File: config.mk
export PLATFORM = sky130hd
export DESIGN_NAME = house_selector_flat
export DESIGN_NICKNAME = d
export VERILOG_FILES = /design/src/rtl/house_selector_if.sv /design/src/rtl/house_selector.sv /design/src/flat_wrapper.sv
export SDC_FILE = /design/constraint.sdc
export NUM_CORES = 1
export LEC_CHECK = 0
export BUFFER_PORTS_ARGS = -buffer_cell sky130_fd_sc_hd__buf_4
export CORE_MARGIN = 4
export CORE_UTILIZATION = 50
export DETAILED_ROUTE_END_ITERATION = 12
export GPL_TIMING_DRIVEN = 0
export PLACE_DENSITY = 0.76
export SYNTH_ARGS = -nofsm -noshare
export SYNTH_HDL_FRONTEND = slang
export SYNTH_SLANG_ARGS = --single-unit
export TNS_END_PERCENT = 20
File: constraint.sdc
create_clock -name clk -period 2.9 [get_ports clk]
set_input_delay 0.145 -clock clk [delete_from_list [all_inputs] [get_ports clk]]
set_output_delay 0.145 -clock clk [all_outputs]
set_load 0.05 [all_outputs]
File: src/rtl/house_selector_if.sv
// rtl/house_selector_if.sv - button inputs and house-select outputs of house_selector
interface house_selector_if;
  logic [3:0] i_key_n;
  logic       i_sort_n;
  logic       o_gryffindor;
  logic       o_slytherin;
  logic       o_hufflepuff;
  logic       o_ravenclaw;
  logic       o_busy;

  modport master (
    output i_key_n, i_sort_n,
    input  o_gryffindor, o_slytherin, o_hufflepuff, o_ravenclaw, o_busy
  );

  modport slave (
    input  i_key_n, i_sort_n,
    output o_gryffindor, o_slytherin, o_hufflepuff, o_ravenclaw, o_busy
  );
endinterface

File: src/rtl/house_selector.sv
// rtl/house_selector.sv - debounced one-hot house select; HOUSE_SHUFFLE_EN adds the sorting-hat shuffle
module house_selector #(
  parameter int DEBOUNCE_CYCLES = 500000,
  parameter int SHUFFLE_STEP    = 2500000,
  parameter int SHUFFLE_STEPS   = 16
) (
  input  logic            clk,
  input  logic            i_rst,
  house_selector_if.slave bus
);

`ifdef HOUSE_SHUFFLE_EN
  localparam int NIN = 5;
`else
  localparam int NIN = 4;
`endif
  localparam int DBW = (DEBOUNCE_CYCLES > 2) ? $clog2(DEBOUNCE_CYCLES) : 1;
  localparam logic [DBW-1:0] DB_LAST = DBW'(DEBOUNCE_CYCLES - 1);

  logic [NIN-1:0] raw;
  logic [NIN-1:0] sync1;
  logic [NIN-1:0] sync2;
  logic [NIN-1:0] level;
  logic [NIN-1:0] level_d;
  logic [NIN-1:0] press;
  logic [DBW-1:0] cnt [NIN];
  logic [3:0]     house;
  logic [3:0]     house_evt;

`ifdef HOUSE_SHUFFLE_EN
  assign raw = {bus.i_sort_n, bus.i_key_n};
`else
  logic unused_sort;
  assign unused_sort = bus.i_sort_n;
  assign raw         = bus.i_key_n;
`endif

  // Debounced levels idle high (released); a press is a debounced fall.
  always_ff @(posedge clk or posedge i_rst) begin
    if (i_rst) begin
      sync1   <= '1;
      sync2   <= '1;
      level   <= '1;
      level_d <= '1;
      for (int i = 0; i < NIN; i++) cnt[i] <= '0;
    end else begin
      sync1   <= raw;
      sync2   <= sync1;
      level_d <= level;
      for (int i = 0; i < NIN; i++) begin
        if (sync2[i] == level[i]) begin
          cnt[i] <= '0;
        end else if (cnt[i] == DB_LAST) begin
          level[i] <= sync2[i];
          cnt[i]   <= '0;
        end else begin
          cnt[i] <= cnt[i] + 1'b1;
        end
      end
    end
  end

  assign press     = level_d & ~level;
  assign house_evt = press[3:0];

  function automatic logic [3:0] pick(input logic [3:0] evt);
    if (evt[3])      return 4'b1000;
    else if (evt[2]) return 4'b0100;
    else if (evt[1]) return 4'b0010;
    else             return 4'b0001;
  endfunction

  assign bus.o_gryffindor = house[3];
  assign bus.o_slytherin  = house[2];
  assign bus.o_hufflepuff = house[1];
  assign bus.o_ravenclaw  = house[0];

`ifdef HOUSE_SHUFFLE_EN
  localparam int TW = (SHUFFLE_STEP > 2) ? $clog2(SHUFFLE_STEP) : 1;
  localparam int SW = $clog2(SHUFFLE_STEPS + 4);
  localparam logic [TW-1:0] TIMER_LAST = TW'(SHUFFLE_STEP - 1);
  localparam logic [0:0] ST_IDLE    = 1'b0;
  localparam logic [0:0] ST_SHUFFLE = 1'b1;

  logic [0:0]    state;
  logic [15:0]   lfsr;
  logic [TW-1:0] timer;
  logic [SW-1:0] steps;
  logic          busy;
  logic          sort_evt;

  assign sort_evt   = press[4];
  assign bus.o_busy = busy;

  always_ff @(posedge clk or posedge i_rst) begin
    if (i_rst) begin
      state <= ST_IDLE;
      lfsr  <= 16'hACE1;
      timer <= '0;
      steps <= '0;
      busy  <= 1'b0;
      house <= '0;
    end else begin
      lfsr <= {lfsr[14:0], lfsr[15] ^ lfsr[13] ^ lfsr[12] ^ lfsr[10]};
      if (state == ST_IDLE) begin
        if (sort_evt) begin
          state <= ST_SHUFFLE;
          busy  <= 1'b1;
          house <= 4'b1000;
          steps <= SW'(SHUFFLE_STEPS) + SW'(lfsr[1:0]);
          timer <= '0;
        end else if (|house_evt) begin
          house <= pick(house_evt);
        end
      end else begin
        // Presses arriving here are dropped, not queued.
        if (timer == TIMER_LAST) begin
          timer <= '0;
          house <= {house[0], house[3:1]};
          steps <= steps - 1'b1;
          if (steps == SW'(1)) begin
            state <= ST_IDLE;
            busy  <= 1'b0;
          end
        end else begin
          timer <= timer + 1'b1;
        end
      end
    end
  end
`else
  assign bus.o_busy = 1'b0;

  always_ff @(posedge clk or posedge i_rst) begin
    if (i_rst) begin
      house <= '0;
    end else if (|house_evt) begin
      house <= pick(house_evt);
    end
  end
`endif

endmodule

File: src/flat_wrapper.sv
// flat-port wrapper written by rule: the top's interface ports become plain ports
module house_selector_flat 
#(
  parameter int DEBOUNCE_CYCLES = 500000,
  parameter int SHUFFLE_STEP    = 2500000,
  parameter int SHUFFLE_STEPS   = 16
)
  (clk, i_rst, bus_i_key_n, bus_i_sort_n, bus_o_gryffindor, bus_o_slytherin, bus_o_hufflepuff, bus_o_ravenclaw, bus_o_busy);
  house_selector_if bus_i ();
  input  logic clk;
  input  logic i_rst;
  input wire logic [$bits(bus_i.i_key_n)-1:0] bus_i_key_n;
  input wire logic [$bits(bus_i.i_sort_n)-1:0] bus_i_sort_n;
  output wire logic [$bits(bus_i.o_gryffindor)-1:0] bus_o_gryffindor;
  output wire logic [$bits(bus_i.o_slytherin)-1:0] bus_o_slytherin;
  output wire logic [$bits(bus_i.o_hufflepuff)-1:0] bus_o_hufflepuff;
  output wire logic [$bits(bus_i.o_ravenclaw)-1:0] bus_o_ravenclaw;
  output wire logic [$bits(bus_i.o_busy)-1:0] bus_o_busy;
  assign bus_i.i_key_n = bus_i_key_n;
  assign bus_i.i_sort_n = bus_i_sort_n;
  assign bus_o_gryffindor = bus_i.o_gryffindor;
  assign bus_o_slytherin = bus_i.o_slytherin;
  assign bus_o_hufflepuff = bus_i.o_hufflepuff;
  assign bus_o_ravenclaw = bus_i.o_ravenclaw;
  assign bus_o_busy = bus_i.o_busy;
  house_selector #(.DEBOUNCE_CYCLES(DEBOUNCE_CYCLES), .SHUFFLE_STEP(SHUFFLE_STEP), .SHUFFLE_STEPS(SHUFFLE_STEPS)) u_core (.clk(clk), .i_rst(i_rst), .bus(bus_i));
endmodule
=== Word level (Yosys, flattened, before mapping) ===
Cells that the tools add are included.

* Word-level logic and storage cells: 46
* Register bits: 96
* Bits of input ports: 7
* Output and inout port bits: 5

* Bitwise operators: 6
* Reduce and logical (&&, ||, !) cells: 5
* Equal/unequal tests: 8
* Mux-type cells: 11
* Add/subtract/negate cells: 4

{| class="wikitable"
|+ Operators with widths
! operator !! number
|-
| $mux 19 || 8
|-
| $add 19x1->19 const B || 4
|-
| $eq 19x19->1 const B || 4
|-
| $mux 4 || 2
|-
| $reduce_and 2->1 || 4
|-
| $and 4x4->4 || 1
|-
| $eq 1x1->1 || 4
|-
| $not 1->1 || 4
|-
| $not 4->4 || 1
|-
| $reduce_or 4->1 || 1
|-
| $mux 2 || 1
|}

=== Logic depth before layout (Yosys ltp) ===
Gate-level depths: netlist of run 1.

* Depth in word-level cells: 5
* Depth in mapped cells: 7
* Mapped depth without buffers: 5

=== Worst setup path before layout of run 1 ===
Ideal clock, no wire load.

* Kind: register -> register
* Start: register u_core.cnt[50] in the netlist's numbering
* End: register u_core.cnt[46] in the netlist's numbering
* Arrival: 1880 ps
* Stages on the path, launching flop included: 6
* Required time: 2781 ps
* Slack: 902 ps
* Period minus slack after synthesis: 1998 ps
* Setup time: 119 ps
* Path through: dfrtp_1 or4b_1 or4_4 o21ai_4 buf_6 nor2_1

* Word-level cells in the longest chain between the ends: 3

{| class="wikitable"
|+ Ends and longest elaborated chain
! element !! line !! text
|-
| from (decl) || house_selector.sv:26 || <nowiki>logic [DBW-1:0] cnt [NIN];</nowiki>
|-
| from (signal, indexed assignment) || house_selector.sv:57 || <nowiki>cnt[i] <= cnt[i] + 1'b1;</nowiki>
|-
| $eq 19x19->1 || house_selector.sv:53 || <nowiki>end else if (cnt[i] == DB_LAST) begin</nowiki>
|-
| $mux 19 || house_selector.sv:53 ||
|-
| $mux 19 || house_selector.sv:51 || <nowiki>if (sync2[i] == level[i]) begin</nowiki>
|}

No other way between the ends.
A chain may end at the register's enable or synchronous reset.

=== Worst setup path after layout of run 1 ===
* Start: register u_core.cnt[57] in the netlist's numbering
* End: register u_core.cnt[69] in the netlist's numbering

* Word-level cells in the longest chain between the ends: 3

{| class="wikitable"
|+ Ends and longest elaborated chain
! element !! line
|-
| $add 19x1->19 / $eq 19x19->1 (equally long branches) || house_selector.sv:57, house_selector.sv:53
|-
| $mux 19 * || house_selector.sv:53
|-
| $mux 19 * || house_selector.sv:51
|}

Every way passes the cells marked *; elsewhere a longest branch is shown, timed or not.

==> results_dict.tcl, run 1 <==
set metrics [dict create \
    final_cell_area_mm2 0.00499 \
    cts_made_buffers 9 \
    critPathCaptureType "flop" \
    start_util 0.515 \
    rr_worst_depth 6 \
    synth_cell_types 44 \
    power_frac_comb 0.042 \
    nNetsFinal 474 \
    num_antenna_cells 0 \
    clk_pin_slew_worst_paths_ns 0.11 \
    ios 12 \
    r2r-start "u_core.cnt[57]" \
    hold_viol 0 \
    startpoint "u_core.cnt[57]" \
    drtIter0Drc 123 \
    place_inst 555 \
    die_h_um 103 \
    grt_usage 0.167 \
    core_area_mm2 0.00876 \
    die_area_mm2 0.0106 \
    min_to "u_core.sync2[2]" \
    synth_edf_count 0 \
    rr_endpoint "u_core.cnt[69]" \
    antenna_found_initial 0 \
    fin_crit_ns 2.42 \
    cts_tree "yes" \
    syn_area_mm2 0.00451 \
    synth_cells 437 \
    grt_pass1_wl_um 14300 \
    io_buffers 9 \
    dp_hpwl_um 5440 \
    grt_max_degree 56 \
    seqCellArea_mm2 0.00242 \
    synth_warnings 0 \
    hp-class "flop to flop" \
    htree_levels 3 \
    timing.fmax_ghz 0.413 \
    final_max_slew_viol_count 0 \
    insertion_delay_ns 0.37 \
    cp_data_required_time_ns 3.14 \
    powerDensity_mw_per_mm2 468 \
    max_slew_margin 0.548 \
    cts-root-buf "clkbuf_8" \
    drt_pass1_iterations 4 \
    ir_drop_mv 0.206 \
    wire_per_inst_um 13.7 \
    power.total_mw 2.34 \
    cts_sinks 96 \
    critical_path.max_fanout 10 \
    worstPathArrival_ns 2.67 \
    vias_per_cell 5.49 \
    yosysTopAreaCellShare 0.444 \
    worstSetupPathType "flop to flop" \
    n_fill_cell 731 \
    antenna_left 0 \
    area_delta_synth_final_pct 10.6 \
    ys_top_cells_by_area "dfrtp_1 (44%), dfstp_2 (9.3%), xnor2_1 (6.4%)" \
    syn_avg_cell_area_um2 10.3 \
    start_kind "flop" \
    post-route-period-util 0.835 \
    multi_input_area_mm2 0.00197 \
    p_int_mw 1.73 \
    die_w_um 103 \
    worst_slew_pin_slew_ns 0.674 \
    drive_gt1_frac 0.145 \
    final.setup_skew_ns 0.0158 \
    grt_pass1_vias 3172 \
    cap_violations 0 \
    wl_um 7900 \
    regToRegSetupSlack_ns 0.48 \
    leakagePower_nw 2.01 \
    min_path_cells 0 \
    gp_congestion 0.858 \
    vias 3160 \
    clockBufferDepth 2 \
    synth_top_area_cell "dfrtp_1" \
    switching_share 0.258 \
    hold_ws_ns 0.360 \
    ys_seq_elements 96 \
    rows 34 \
    drcViolationCount 0 \
    cts_resized 0 \
    synth_nets 448 \
    ctsHoldBuffers 5 \
    rsz0062_at_grt "no" \
    min_from "u_core.sync1[2]" \
    clockPowerShare 0.368 \
    synthFlopType "dfrtp_1" \
    ys_seq_area_frac 0.537 \
    stdcell_count 576 \
    post_cts_buffers 0 \
    switchingPower_mw 0.602 \
    status "finished clean" \
    setup_tns_ns 0 \
    placed_cell_area_mm2 0.00475 \
    async_flop_share 1.00 \
    overflow 0 \
    pwr-share-seq 0.590 \
    setup_viol 0 \
]
-- flip-flops by register name (all words and copies together), names as in the netlist --
register	flops
u_core.level_d	4
u_core.cnt	76
u_core.sync2	4
u_core.sync1	4
u_core.house	4
u_core.level	4
-- cells by family (layout without fill, tap and decap cells) --
| kind of cell | Yosys count | count (layout) | share of synthesized area |
|---|---|---|---|
| fa+ha+maj | 4 | 4 | 0.0111 |
| compound gates | 44 | 44 | 0.0649 |
| xor+xnor | 53 | 53 | 0.103 |
| buf+inv | 26 | 57 | 0.0261 |
| simple gates | 209 | 209 | 0.248 |
| other cells | 1 | 1 | 0.000831 |
| flops | 96 | 96 | 0.537 |
| mux | 4 | 4 | 0.00998 |
-- worst max path at each step --
stage / endpoint / slack (ns) / cells after the start
after floorplan: u_core.cnt[0] / 0.28 / 1
after global placement: u_core.cnt[57] / -0.78 / 2
after detailed placement: u_core.cnt[69] / 0.52 / 6
after CTS: u_core.cnt[69] / 0.48 / 6
after global routing: u_core.cnt[69] / 0.23 / 6
final: u_core.cnt[69] / 0.48 / 6
-- cells in the mapped netlist (7+ instances only) --
master   instances
nand3_1         24
nor3_1          12
or4_1           11
dfrtp_1         80
or3_1            9
nor2_1          64
xnor2_1         33
a21oi_1         19
nand4_1         18
xor2_1          20
dfstp_2         16
nor4_1          10
inv_1           15
o31ai_1          7
nand2_1         24
o21ai_0         10
-- power by group through the flow --
stage,logic [mW],registers [mW],clock network [mW]
2_1_floorplan,0.0679,1.40,0
3_3_place_gp,0.0887,1.40,0
3_5_place_dp,0.0954,1.40,0
4_1_cts,0.102,1.38,0.889
5_1_grt,0.114,1.38,0.951
6_report,0.0980,1.38,0.860
-- layout make-up --
type | instances | area share
plain buffers | 11 | 0.0123
clock buffers | 9 | 0.0248
clock inverters | 7 | 0.0148
inverters | 15 | 0.0118
multi-input cells | 315 | 0.395
flip-flops and latches | 96 | 0.485
well taps | 108 | 0.0271
repair buffers | 15 | 0.0291
-- metal layers --
metal  vias up  GRT usage  part of all wire  wire length [µm]
li1       1578          -                 -                 -
met1      1535      0.219              0.47              3720
met2        38      0.277              0.49              3890
met3         9     0.0237             0.020               158
met4         0     0.0737             0.017               134
met5         -          0                 0                 0
-- metrics by stage --
step	utilization	setup slack, ns
global placement	0.538	-0.780
finish	0.570	0.479
floorplan	-	0.276
global route	0.570	0.229
detailed placement	0.542	0.516
CTS	0.570	0.477
-- critical path, cell delays in order (launching register included) --
cell and delay (ns):
dfrtp_1 0.42, ha_1 0.25, and4_1 0.27, nand4_1 0.20
o31ai_2 0.64, clkbuf_1 0.40, nor2_1 0.11
-- cell usage in the layout, fill, tap and decap left out, types with 10 or more instances in the layout --
master	count
nor3_1	12
nand2_1	24
dfstp_2	16
dfrtp_1	80
o21ai_0	10
xor2_1	20
inv_1	14
nand3_1	24
xnor2_1	33
nand4_1	18
nor2_1	64
a21oi_1	19
or4_1	11
buf_4	12
nor4_1	10
Power figures use the tool's default switching activity.
==> run 2, diff against run 1 <==
Clock period 2.9 ns to 2.3 ns, I/O delays scaled along.
==> run 2 against run 1 <==
Global-route usage is essentially flat. Utilization increased by 0.086 points. Total power grew 24%. Die area unchanged. Combinational power is 31% higher. Clock power is 20% higher. Non-clock buffer count is 1 higher. Largest cell class unchanged. Highest routed layer unchanged.
==> results_dict.tcl, run 2 (same netlist as run 1, synthesis figures left out) <==
set metrics [dict create \
    status "finished clean" \
    post-route-period-util 0.957 \
    critPathCaptureType "flop" \
    hold_ws_ns 0.355 \
    hp-class "flop to flop" \
    final_common_cell "dfrtp_1" \
    io_buffers 9 \
    slowest_delay_ns 0.57 \
    clockPowerShare 0.355 \
    rows 34 \
    die_area_mm2 0.0106 \
    die_w_um 103 \
    worstSetupPathType "flop to flop" \
    critical_path.top_delay_family "simple AND/OR/NAND/NOR gates" \
    vias_per_cell 5.59 \
    cts_sinks 96 \
    die_h_um 103 \
    grt_pass1_wl_um 14100 \
    worst_slew_pin_slew_ns 0.692 \
    largest_reg_flops 76 \
    dp_hpwl_um 5550 \
    antenna_found_initial 0 \
    grt_pass1_vias 3148 \
    cts_made_buffers 9 \
    overflow 0 \
    setup_viol 0 \
    vias 3226 \
    path_buf_inv 1 \
    drcViolationCount 0 \
    switchingPower_mw 0.728 \
    gp_congestion 0.855 \
    hold_viol 0 \
    antenna_left 0 \
    start_util 0.515 \
    fin_crit_ns 2.20 \
    final_max_slew_viol_count 0 \
    htree_levels 3 \
    cts-root-buf "clkbuf_8" \
    timing.fmax_ghz 0.454 \
    critical_path.max_fanout 10 \
    worstPathArrival_ns 2.46 \
    cp_data_required_time_ns 2.55 \
    ir_drop_mv 0.356 \
    top_register "u_core.cnt" \
    wire_per_inst_um 13.9 \
    insertion_delay_ns 0.36 \
    grt_usage 0.167 \
    grt_max_degree 39 \
    max_slew_margin 0.534 \
    switching_share 0.252 \
    p_int_mw 2.16 \
    num_antenna_cells 0 \
    power.total_mw 2.89 \
    nNetsFinal 475 \
    post_cts_buffers 0 \
    pwr-share-seq 0.601 \
    core_area_mm2 0.00876 \
    area_delta_synth_final_pct 10.8 \
    leakagePower_nw 1.99 \
    clk_pin_slew_worst_paths_ns 0.10 \
    powerDensity_mw_per_mm2 578 \
    setup_tns_ns 0 \
    final.setup_skew_ns 0.0146 \
    cts_tree "yes" \
    path_cells "or3b_2, or4_4, o21ai_4, buf_4, nor2_1" \
    drt_pass1_iterations 4 \
    drive_gt1_frac 0.151 \
    cap_violations 0 \
    clockBufferDepth 2 \
    ios 12 \
    slowest_stage "or4_4" \
    start_kind "flop" \
    final_cell_mix "dfrtp_1 (79), nor2_1 (64), xnor2_1 (33)" \
    power_frac_comb 0.044 \
    rsz0062_at_grt "no" \
    wl_um 8020 \
    drtIter0Drc 135 \
]
==> run 2: area by class of cell <==
class / instances / area [µm²]
buffer: 11 / 62.6
clock buffer: 9 / 124
clock inverter: 7 / 56.3
fill: 749 / 3760
inverter: 15 / 60.1
multi-input combinational: 315 / 1980
sequential: 96 / 2420
tap: 108 / 135
timing repair buffer: 16 / 158
==> run 2: final timing paths <==
path | end | slack, ns | cells past startpoint | startpoint
setup / recovery | u_core.cnt[11] | 0.1 | 5 | u_core.cnt[6]
hold / removal | u_core.sync2[2] | 0.35 | 0 | u_core.sync1[2]
setup reg to reg | u_core.cnt[11] | 0.1 | 5 | u_core.cnt[6]
hold reg to reg | u_core.sync2[2] | 0.35 | 0 | u_core.sync1[2]
max in group asynchronous | u_core.level[3] | 1.00 | 5 | i_rst
min in group asynchronous | u_core.cnt[29] | 0.40 | 3 | i_rst
==> run 2: layer usage <==
metal,track usage,wire [µm]
met1,0.219,3820
met2,0.268,3820
met3,0.0291,231
met4,0.0817,146
met5,0,0
==> run 2: stage by stage <==
step / instance area [µm²] / utilization / std cells / worst slack, ns
floorplan: 4520 / - / 437 / 0.302
global placement: 4720 / 0.539 / 554 / -0.0810
detailed placement: 4760 / 0.543 / 556 / -0.107
CTS: 5000 / 0.570 / 577 / 0.0317
global route: 5000 / 0.571 / 577 / 0.00430
finish: 5000 / 0.571 / 577 / 0.0980
==> run 2: worst register-to-register path: cells and delay by family (launching register included) <==
family	cells	cell delay (ns)
buffers and inverters	1	0.23
AND/OR/NAND/NOR	3	1.11
flip-flops	1	0.47
AO/OA/AOI/OAI	1	0.28
==> run 2: power by group through the flow <==
stage | logic, mW | registers, mW | clock network [mW]
detailed placement | 0.124 | 1.77 | 0
global route | 0.149 | 1.74 | 1.13
floorplan | 0.0860 | 1.77 | 0
CTS | 0.131 | 1.74 | 1.05
finish | 0.128 | 1.74 | 1.03
global placement | 0.113 | 1.77 | 0
==> run 2: what timing repair did <==
action                                  CTS  global route
endpoints found under the setup margin   10            15
resized for setup                         1             3
hold buffers                              5             0
pin swaps                                 0             1
hold endpoints to repair                 28             0
==> run 3, diff against run 2 <==
Settings changed: CELL_PAD_IN_SITES_DETAIL_PLACEMENT from default to 0, CELL_PAD_IN_SITES_GLOBAL_PLACEMENT from default to 1, CORE_UTILIZATION 50 to 49, PLACE_DENSITY 0.76 to 0.88.
==> run 3 against run 2 <==
Setup slack better by 0.0056 ns. Clock-buffer cell count up 1. Utilization up 0.23 points. Sequential share of layout area down 0.68 points. Critical path depth unchanged. Die area up 1.9%. Largest cell class unchanged. Final cell count up 0.87%. Clock power up 9%. Register-to-register slack about the same. Sequential power about the same. Worst hold slack worse by 0.014 ns. First-iteration DRC count down 48%. Largest power group unchanged.
==> results_dict.tcl, run 3 (same netlist as run 1, synthesis figures left out) <==
set metrics [dict create \
    wire_per_inst_um 13.5 \
    worstSetupPathType "flop to flop" \
    n_fill_cell 751 \
    ir_drop_mv 0.333 \
    critical_path.max_fanout 10 \
    status "finished clean" \
    cts_made_buffers 9 \
    setup_viol 0 \
    drtIter0Drc 70 \
    switchingPower_mw 0.686 \
    core_area_mm2 0.00885 \
    drt_pass1_iterations 4 \
    pwr-share-seq 0.581 \
    start_kind "flop" \
    drcViolationCount 0 \
    die_h_um 104 \
    power.total_mw 2.99 \
    nNetsFinal 480 \
    hp-class "input pin to async pin" \
    post-route-period-util 0.955 \
    rows 34 \
    fin_crit_ns 2.20 \
    drive_gt1_frac 0.158 \
    dp_hpwl_um 5480 \
    critPathCaptureType "flop" \
    clockBufferDepth 2 \
    ios 12 \
    area_delta_synth_final_pct 12.3 \
    powerDensity_mw_per_mm2 590 \
    start_util 0.510 \
    top_register "u_core.cnt" \
    clockPowerShare 0.374 \
    insertion_delay_ns 0.35 \
    die_area_mm2 0.0108 \
    cap_violations 0 \
    cp_data_required_time_ns 2.54 \
    timing.fmax_ghz 0.455 \
    grt_pass1_wl_um 14300 \
    clk_pin_slew_worst_paths_ns 0.10 \
    final_cell_mix "dfrtp_1 (80), nor2_1 (64), xnor2_1 (33)" \
    vias_per_cell 5.47 \
    rsz0062_at_grt "yes" \
    cts_sinks 96 \
    overflow 0 \
    largest_reg_flops 76 \
    cts_tree "yes" \
    p_int_mw 2.31 \
    wl_um 7850 \
    antenna_found_initial 0 \
    worst_slack_ns 0.104 \
    final_common_cell "dfrtp_1" \
    cts-root-buf "clkbuf_8" \
    hold_viol 0 \
    switching_share 0.229 \
    final_cell_area_mm2 0.00507 \
    gp_congestion 0.779 \
    grt_pass1_vias 3128 \
    power_frac_comb 0.045 \
    vias 3185 \
    placed_cell_area_mm2 0.00476 \
    num_antenna_cells 0 \
    worst_slew_pin_slew_ns 0.589 \
    dp_slack_ns -0.143 \
    io_buffers 9 \
    setup_tns_ns 0 \
    max_slew_margin 0.604 \
    grt_max_degree 40 \
    final_max_slew_viol_count 0 \
    final.setup_skew_ns 0.0130 \
    antenna_left 0 \
    die_w_um 104 \
    grt_usage 0.156 \
    htree_levels 3 \
    leakagePower_nw 2.05 \
    worstPathArrival_ns 2.43 \
]
-- run 3: final cells by class --
type | count | area (µm²) | area share
clock inverters | 6 | 68.8 | 0.0136
repair buffers | 21 | 195 | 0.0385
clock buffers | 10 | 138 | 0.0271
plain buffers | 11 | 66.3 | 0.0131
well taps | 108 | 135 | 0.0267
multi-input cells | 315 | 1980 | 0.391
inverters | 15 | 60.1 | 0.0118
flip-flops and latches | 96 | 2420 | 0.478
-- run 3: metrics by stage --
stage,cells,util,hold WS [ns]
floorplan,437,-,0.119
finish,582,0.573,0.341
detailed placement,556,0.538,0.177
global route,582,0.573,0.363
CTS,577,0.568,0.345
global placement,554,0.533,0.224
-- run 3: power groups by stage --
stage,sequential (mW),combinational [mW],clock (mW)
detailed placement,1.77,0.125,0
global placement,1.77,0.114,0
global route,1.74,0.157,1.23
finish,1.74,0.135,1.12
CTS,1.74,0.134,1.16
floorplan,1.77,0.0860,0
-- run 3: path summary, 6_finish.rpt --
path,slack [ns],to,depth (start not counted),startpoint
setup / recovery,0.10,u_core.cnt[27],5,u_core.cnt[31]
max in group asynchronous,1.35,u_core.level_d[0],4,i_rst
hold / removal,0.34,u_core.cnt[67],3,i_rst
min in group clk,0.36,u_core.sync2[3],0,u_core.sync1[3]
hold reg to reg,0.36,u_core.sync2[3],0,u_core.sync1[3]
setup reg to reg,0.10,u_core.cnt[27],5,u_core.cnt[31]
-- run 3: routing by layer --
layer,up-vias,wire (µm),share of wire,global-route usage
li1,1595,-,-,-
met1,1558,3930,0.50,0.220
met2,23,3670,0.47,0.246
met3,9,145,0.018,0.0341
met4,0,94,0.012,0.0389
met5,-,0,0,0
-- run 3: critical path: stages (launching register included) --
cell and delay (ns):
dfrtp_1 0.44, or4_1 0.53, or4_4 0.55, o21ai_4 0.28, buf_4 0.23, nor2_1 0.06
-- run 3: timing repair --
item | CTS | global route
endpoints found under the hold margin | 21 | 0
hold buffers | 5 | 0
pin swaps | 0 | 2
resized for setup | 2 | 2
buffers inserted | 0 | 5
setup endpoints to repair | 10 | 23
